$ cat src/rtl/thresh_debounce_if.sv
// Sample/threshold bus for the threshold debouncer: the driver presents samples
// and thresholds, the debouncer returns the alarm level, its edge pulses and status.
interface thresh_debounce_if #(
   parameter int N  = 8,
   parameter int CW = 4
);
   logic          in_valid;
   logic [N-1:0]  in_data;
   logic [N-1:0]  thr_hi;
   logic [N-1:0]  thr_lo;
   logic          clr;
   logic          alarm;
   logic          alarm_rise;
   logic          alarm_fall;
   logic [CW-1:0] run_cnt;
   logic [N-1:0]  peak;

   modport master (
      output in_valid, in_data, thr_hi, thr_lo, clr,
      input  alarm, alarm_rise, alarm_fall, run_cnt, peak
   );

   modport slave (
      input  in_valid, in_data, thr_hi, thr_lo, clr,
      output alarm, alarm_rise, alarm_fall, run_cnt, peak
   );
endinterface

$ cat src/rtl/thresh_debounce.sv
// Hysteretic threshold alarm: K consecutive samples beyond the active threshold
// toggle the alarm. Also tracks the peak valid sample since reset or clear.
//
//   state   | meaning
//   --------+-------------------------------------------------------
//   ST_LOW  | alarm off; counting samples strictly above thr_hi
//   ST_HIGH | alarm on;  counting samples strictly below thr_lo
module thresh_debounce #(
   parameter int N  = 8,
   parameter int K  = 3,
   parameter int CW = 4
) (
   input  logic             clk,
   input  logic             rst,
   thresh_debounce_if.slave bus
);
   typedef enum logic {ST_LOW = 1'b0, ST_HIGH = 1'b1} state_t;

   localparam logic [2:0]    CMP_GT = 3'b100;
   localparam logic [2:0]    CMP_LT = 3'b001;
   localparam logic [CW-1:0] CNT_TC = CW'(K - 1);

   state_t        state, state_nxt;
   logic [CW-1:0] cnt, cnt_nxt;
   logic [N-1:0]  peak, peak_nxt;
   logic          rise, rise_nxt;
   logic          fall, fall_nxt;

   // {gt, eq, lt} of in_data against each threshold
   logic [2:0]    cmp_hi, cmp_lo;
   logic          qual;

   assign cmp_hi = {bus.in_data > bus.thr_hi, bus.in_data == bus.thr_hi, bus.in_data < bus.thr_hi};
   assign cmp_lo = {bus.in_data > bus.thr_lo, bus.in_data == bus.thr_lo, bus.in_data < bus.thr_lo};

   always_comb begin
      qual = 1'b0;
      if (bus.in_valid) begin
         if (state == ST_LOW) qual = (cmp_hi == CMP_GT);
         else                 qual = (cmp_lo == CMP_LT);
      end
   end

   always_ff @(posedge clk) begin
      if (rst || bus.clr) begin
         state <= ST_LOW;
         cnt   <= '0;
         peak  <= '0;
         rise  <= 1'b0;
         fall  <= 1'b0;
      end else begin
         state <= state_nxt;
         cnt   <= cnt_nxt;
         peak  <= peak_nxt;
         rise  <= rise_nxt;
         fall  <= fall_nxt;
      end
   end

   always_comb begin
      state_nxt = state;
      cnt_nxt   = cnt;
      peak_nxt  = peak;
      rise_nxt  = 1'b0;
      fall_nxt  = 1'b0;
      if (bus.in_valid) begin
         if (bus.in_data > peak) peak_nxt = bus.in_data;
         if (!qual) begin
            cnt_nxt = '0;
         end else if (cnt == CNT_TC) begin
            // terminal count: toggle and restart the run for the opposite direction
            cnt_nxt = '0;
            if (state == ST_LOW) begin
               state_nxt = ST_HIGH;
               rise_nxt  = 1'b1;
            end else begin
               state_nxt = ST_LOW;
               fall_nxt  = 1'b1;
            end
         end else begin
            cnt_nxt = cnt + CW'(1);
         end
      end
   end

   assign bus.alarm      = (state == ST_HIGH);
   assign bus.alarm_rise = rise;
   assign bus.alarm_fall = fall;
   assign bus.run_cnt    = cnt;
   assign bus.peak       = peak;
endmodule

$ cat src/flat_wrapper.sv
// flat-port wrapper written by rule: the top's interface ports become plain ports
module thresh_debounce_flat 
#(
   parameter int N  = 8,
   parameter int K  = 3,
   parameter int CW = 4
)
  (clk, rst, bus_in_valid, bus_in_data, bus_thr_hi, bus_thr_lo, bus_clr, bus_alarm, bus_alarm_rise, bus_alarm_fall, bus_run_cnt, bus_peak);
  thresh_debounce_if #(.N(N), .CW(CW)) bus_i ();
  input  logic clk;
  input  logic rst;
  input wire logic [$bits(bus_i.in_valid)-1:0] bus_in_valid;
  input wire logic [$bits(bus_i.in_data)-1:0] bus_in_data;
  input wire logic [$bits(bus_i.thr_hi)-1:0] bus_thr_hi;
  input wire logic [$bits(bus_i.thr_lo)-1:0] bus_thr_lo;
  input wire logic [$bits(bus_i.clr)-1:0] bus_clr;
  output wire logic [$bits(bus_i.alarm)-1:0] bus_alarm;
  output wire logic [$bits(bus_i.alarm_rise)-1:0] bus_alarm_rise;
  output wire logic [$bits(bus_i.alarm_fall)-1:0] bus_alarm_fall;
  output wire logic [$bits(bus_i.run_cnt)-1:0] bus_run_cnt;
  output wire logic [$bits(bus_i.peak)-1:0] bus_peak;
  assign bus_i.in_valid = bus_in_valid;
  assign bus_i.in_data = bus_in_data;
  assign bus_i.thr_hi = bus_thr_hi;
  assign bus_i.thr_lo = bus_thr_lo;
  assign bus_i.clr = bus_clr;
  assign bus_alarm = bus_i.alarm;
  assign bus_alarm_rise = bus_i.alarm_rise;
  assign bus_alarm_fall = bus_i.alarm_fall;
  assign bus_run_cnt = bus_i.run_cnt;
  assign bus_peak = bus_i.peak;
  thresh_debounce #(.N(N), .K(K), .CW(CW)) u_core (.clk(clk), .rst(rst), .bus(bus_i));
endmodule
$ cat config.mk
export PLATFORM = sky130hd
export DESIGN_NAME = thresh_debounce_flat
export DESIGN_NICKNAME = d
export VERILOG_FILES = /design/src/rtl/thresh_debounce_if.sv /design/src/rtl/thresh_debounce.sv /design/src/flat_wrapper.sv
export SDC_FILE = /design/constraint.sdc
export NUM_CORES = 1
export LEC_CHECK = 0
export ABC_CLOCK_PERIOD_IN_PS = 2550
export CELL_PAD_IN_SITES_DETAIL_PLACEMENT = 0
export CELL_PAD_IN_SITES_GLOBAL_PLACEMENT = 1
export CORE_MARGIN = 1
export CORE_UTILIZATION = 33
export CTS_BUF_LIST = sky130_fd_sc_hd__clkbuf_4
export CTS_CLUSTER_SIZE = 20
export DETAILED_ROUTE_END_ITERATION = 12
export PLACE_DENSITY = 0.93
export SKIP_CTS_REPAIR_TIMING = 1
export SYNTH_ARGS = -nofsm -noshare
export SYNTH_HDL_FRONTEND = slang
export SYNTH_SLANG_ARGS = --single-unit
$ cat constraint.sdc
create_clock -name clk -period 2.55 [get_ports clk]
set_input_delay 0.51 -clock clk [delete_from_list [all_inputs] [get_ports clk]]
set_output_delay 0.51 -clock clk [all_outputs]
set_load 0.005 [all_outputs]
; ---- Yosys cells after proc, flatten, opt, wreduce, memory -nomap -nowiden
; Index checks and enable logic that the tools add are counted.
[word_totals]
regBits = 15
in_bits = 28
word_cells = 29
out_inout_bits = 15
[classes]
mux = 6
order_cmp = 5
n_reduce_logical = 4
n_bitwise = 3
n_eq_ne = 5
n_addsub = 1
[op_table]
columns = cell, n
row1 = 8-bit > comparator, 3
row2 = 8-bit == test, 2
row3 = 8-bit less-than comparator, 2
row4 = 4-bit 2-to-1 mux, 2
row5 = "4-bit by 1-bit adder with 4-bit output, second input constant", 1
row6 = "4-bit by 2-bit == test with 1-bit output, second input constant", 1
row7 = 1-bit 2-to-1 mux, 4
row8 = 4-bit OR reduction, 1
row9 = "3-bit by 1-bit == test with 1-bit output, second input constant", 1
row10 = "3-bit == test, second input constant", 1
row11 = 1-bit inverter, 3
row12 = 3-bit AND reduction, 1
row13 = 2-bit AND reduction, 1
row14 = 1-bit logical OR, 1

; ---- Depth between registers and ports, before layout
[logic_depth]
depth_word = 6
depth_mapped = 10
mapped_depth_nobuf = 9

; ---- Least setup slack after synthesis
; OpenSTA, ideal clock, no wires.
[synth_path]
path_type = input-to-reg
startpoint = input port bus_in_data[0]
endpoint = register u_core.state (netlist: u_core.bus.alarm)
required_ns = 2.478
setup_slack_ns = 0.153
path_stages = 9
arrival_time_ns = 2.326
setup_time_ns = 0.072
n_path_buf = 0
path_cell_list = inv_1 ha_1 nand2b_4 a2111oi_4 nor3b_1 o2111a_1 o41ai_4 and3_1 mux2i_1
[synth_via]
elab_chain_len = 5
word_cells_on_any_way = 11
classes_between = 4 x order compare / 4 x eq/ne / 2 x mux / 1 x reduce/logical
[synth_rtl]
columns = element, line
row1 = from (decl), flat_wrapper.sv:13  ; input wire logic [$bits(bus_i.in_data)-1:0] bus_in_data;
row2 = 8-bit less-than comparator (tied with other cells), thresh_debounce.sv:33  ; assign cmp_hi = {bus.in_data > bus.thr_hi, bus.in_data == bus.thr_hi, bus.in_data < bus.thr_hi};
row3 = 3-bit == test or 3-bit by 1-bit == test with 1-bit output (tied branches), "thresh_debounce.sv:39, thresh_debounce.sv:40"
row4 = 1-bit 2-to-1 mux (*), thresh_debounce.sv:39  ; if (state == ST_LOW) qual = (cmp_hi == CMP_GT);
row5 = 1-bit 2-to-1 mux (*), thresh_debounce.sv:38  ; if (bus.in_valid) begin
row6 = 3-bit AND reduction (no source line) (*), --
row7 = to (signal assigned), thresh_debounce.sv:52  ; state <= state_nxt;
row8 = to (decl), thresh_debounce.sv:23  ; state_t state, state_nxt;
; Mark *: on every way between the ends. The rest lies on a longest branch, timed or not.
; A chain may end at the register's enable or synchronous reset.

; ---- Final worst setup path
[layout_path]
startpoint = input port bus_in_data[2]
endpoint = register u_core.cnt[3] (netlist: u_core.bus.run_cnt[3])
[layout_via]
elab_chain_len = 5
word_cells_on_any_way = 11
classes_between = 4 x order compare / 4 x eq/ne / 3 x mux
[layout_rtl]
columns = element, line
row1 = 8-bit less-than comparator (tied with other cells), thresh_debounce.sv:33
row2 = 3-bit == test or 3-bit by 1-bit == test with 1-bit output (tied branches), "thresh_debounce.sv:39, thresh_debounce.sv:40"
row3 = 1-bit 2-to-1 mux (*), thresh_debounce.sv:39
row4 = 1-bit 2-to-1 mux (*), thresh_debounce.sv:38
row5 = 4-bit 2-to-1 mux (*), thresh_debounce.sv:68  ; if (!qual) begin
row6 = to (signal assigned), thresh_debounce.sv:53  ; cnt <= cnt_nxt;
row7 = to (decl), thresh_debounce.sv:24  ; logic [CW-1:0] cnt, cnt_nxt;
; Marks and branches as above.

==> impl_metrics.ini <==
[outcome]
status = finished clean

[timing]
slew_violations = 0
finalClockSkew_ns = 0.00683
setup_tns_ns = 0
hold_violations = 0
tightest_slew_ns = 0.478
fin_crit_sh_pct = 97.1
slew_headroom_pct = 68.1
period_minus_slack_ns = 2.48
setup_violations = 0
hold_slack_ns = 0.496
max_freq_mhz = 404
rsz0062_at_grt = false

[critical_path]
crit_required_ns = 2.76
start_kind = primary input
crit_buf_inv = 2
path_delay_family = compound AO/OA/AOI/OAI gates
worstPathArrival_ns = 2.68
critical_path.endpoint_type = flip-flop
crit_fanout = 5
crit_type = primary input to flip-flop
max_stage_delay_ns = 0.48
cp_slowest_cell = clkdlybuf4s50_1
crit_path_cell_trace = clkdlybuf4s50_1 > ha_2 > o21a_1 > nor2_1 > nor3b_2 > o2111a_1 > o41ai_4 > buf_4 > nand3_1 > a31oi_1

[power_and_ir_drop]
internal_power_mw = 0.422
p_switching_mw = 0.158
ir_worst_vdd_mv = 0.237
swShare_pct = 27.3
leakagePower_nw = 0.820
totalPowerFinal_mw = 0.580
pwr-share-comb_pct = 33.0
p_clk_share_pct = 25.1
seqPwrFrac_pct = 41.9
power_density_nw_per_um2 = 311

[clocking]
clkTransAtPathRegs_ns = 0.08
cts_inserted_buffers = 3
cts_htree_levels = 1
cts_sinks = 15
cts_tree = yes
cts_buffer_depth = 2
clk_latency_ns = 0.28
clock-root-buffer = clkbuf_4

[logic_synthesis]
ys_warn_count = 0
ys_async_sr_fraction_pct = 0
postSynthAreaPerCell_um2 = 8.11
synth-main-ff-cell = dfxtp_1
syn-cell-area_um2 = 1240
synth_edf_count = 0
synth_cells = 153
synth_top_area_share_pct = 26.2
ys_seq_area_share_pct = 24.2
syn_nets = 207
yosys.area.top_type = ha_1
synthTopCellsByCount = 26 x ha_1, 25 x inv_1, 15 x dfxtp_1
synth-seq-cells = 15
synth_area_leaders = ha_1 26%, dfxtp_1 24%, inv_1 7.6%
synth_most_common_cell = ha_1
ys_types = 28

[cells_and_area]
antenna_cells = 0
fillers = 344
nets = 263
areaGrowthSynthToFinish_pct = 50.1
drive_above_1_share_pct = 12.5
final_cells = 254
final_util_pct = 53.7

[die]
die_area_um2 = 4010
placement_rows = 21
start_util_pct = 35.8
die_x_um = 63.3
die_height_um = 63.3
io_pins = 43
core_um2 = 3470

[routing]
dr.pass1.iters = 4
viasPerCell = 4.65
drt-met1-wl_um = 1330
dr_wl_met3_um = 130
ant_nets = 0
top_layer = met4
drt_wl_total_um = 2630
wl_per_cell_um = 10.4
num_vias = 1182
drcViolationCount = 0
dr.first_iter.drc_count = 55
dr_wl_met2_um = 1160

[grt]
grt.total_usage_pct = 13.3
grt_pass1_wl_um = 4340
grt_max_degree = 20
grt_pass1_vias = 1020
overflow = 0
antenna_found_initial = 0

[min_path]
min-delay-path-class = flip-flop to flip-flop

[place]
numPortBuffers = 42
dp_hpwl_um = 2160
place.gp.congestion = 0.787
dp.cells = 250

[run]
maxCapViolations = 0
==> flip-flops by register name, indices dropped and copies added, names as in the netlist <==
name	count
u_core.bus.peak	8
u_core.bus.run_cnt	4
u_core.bus.alarm	1
u_core.bus.alarm_fall	1
u_core.bus.alarm_rise	1
==> metal layers <==
metal	global-route usage (%)	vias up
met1	17.6	507
met3	3.62	2
met5	0	-
li1	-	646
met2	21.5	27
met4	2.56	0
==> worst reg2reg max path, delay by kind of cell (launching register included) <==
| kind | cells | cell delay, ns |
|---|---|---|
| AND/OR/NAND/NOR | 2 | 0.21 |
| buffers and inverters | 2 | 0.25 |
| flip-flops | 1 | 0.35 |
| adder cells (fa/ha/maj) | 1 | 0.29 |
| AO/OA/AOI/OAI | 5 | 0.62 |
==> logic make-up after synthesis <==
group,count (synthesis),share of synthesized area (%)
compound gates,30,17.8
simple gates,53,22.5
buf+inv,28,8.47
fa+ha+maj,26,26.2
mux,1,0.806
flops,15,24.2
==> through the flow <==
step	instance area [um^2]	setup slack [ns]
floorplan	1240	0.153
global placement	1800	-0.265
detailed placement	1800	-0.325
CTS	1830	-0.0433
global route	1860	0.00577
finish	1860	0.0732
==> power by group through the flow <==
stage / registers [mW] / logic, mW / clock network, mW
floorplan: 0.248 / 0.0936 / 0
global placement: 0.248 / 0.187 / 0
detailed placement: 0.248 / 0.188 / 0
CTS: 0.243 / 0.189 / 0.151
global route: 0.244 / 0.213 / 0.161
finish: 0.243 / 0.191 / 0.146
==> cell usage in the layout, fill, tap and decap left out, types with 2 or more instances in the layout <==
cell	count
clkdlybuf4s50_1	38
ha_1	24
inv_1	23
dfxtp_1	15
nand3_1	12
buf_4	12
nand2_1	10
o21ai_0	9
a21oi_1	8
nor2_1	8
nor2b_1	5
nand2b_1	5
nand4_1	4
clkbuf_4	4
dlymetal6s2s_1	4
and3_1	3
inv_2	2
o21a_1	2
o31ai_1	2
o21ai_1	2
==> final timing paths <==
check	end	slack, ns	cells after the start	start
setup / recovery	u_core.bus.run_cnt[3]$_SDFFE_PP0P_	0.07	10	bus_in_data[2]
hold / removal	u_core.bus.peak[1]$_SDFFE_PP0P_	0.50	2	u_core.bus.peak[1]$_SDFFE_PP0P_
setup reg to reg	u_core.bus.peak[0]$_SDFFE_PP0P_	0.75	10	u_core.bus.peak[1]$_SDFFE_PP0P_
hold reg to reg	u_core.bus.peak[1]$_SDFFE_PP0P_	0.50	2	u_core.bus.peak[1]$_SDFFE_PP0P_
==> final cells by class <==
type                            count  area [um^2]  area share (%)
Clock buffer                        4         30.0            1.61
Sequential cell                    15          300            16.1
Timing Repair Buffer               54          520            27.9
Inverter                           25         93.8            5.04
Tap cell                           46         57.6            3.09
Multi-Input combinational cell    110          861            46.2
Note: power is estimated with default switching activity, not from simulation.
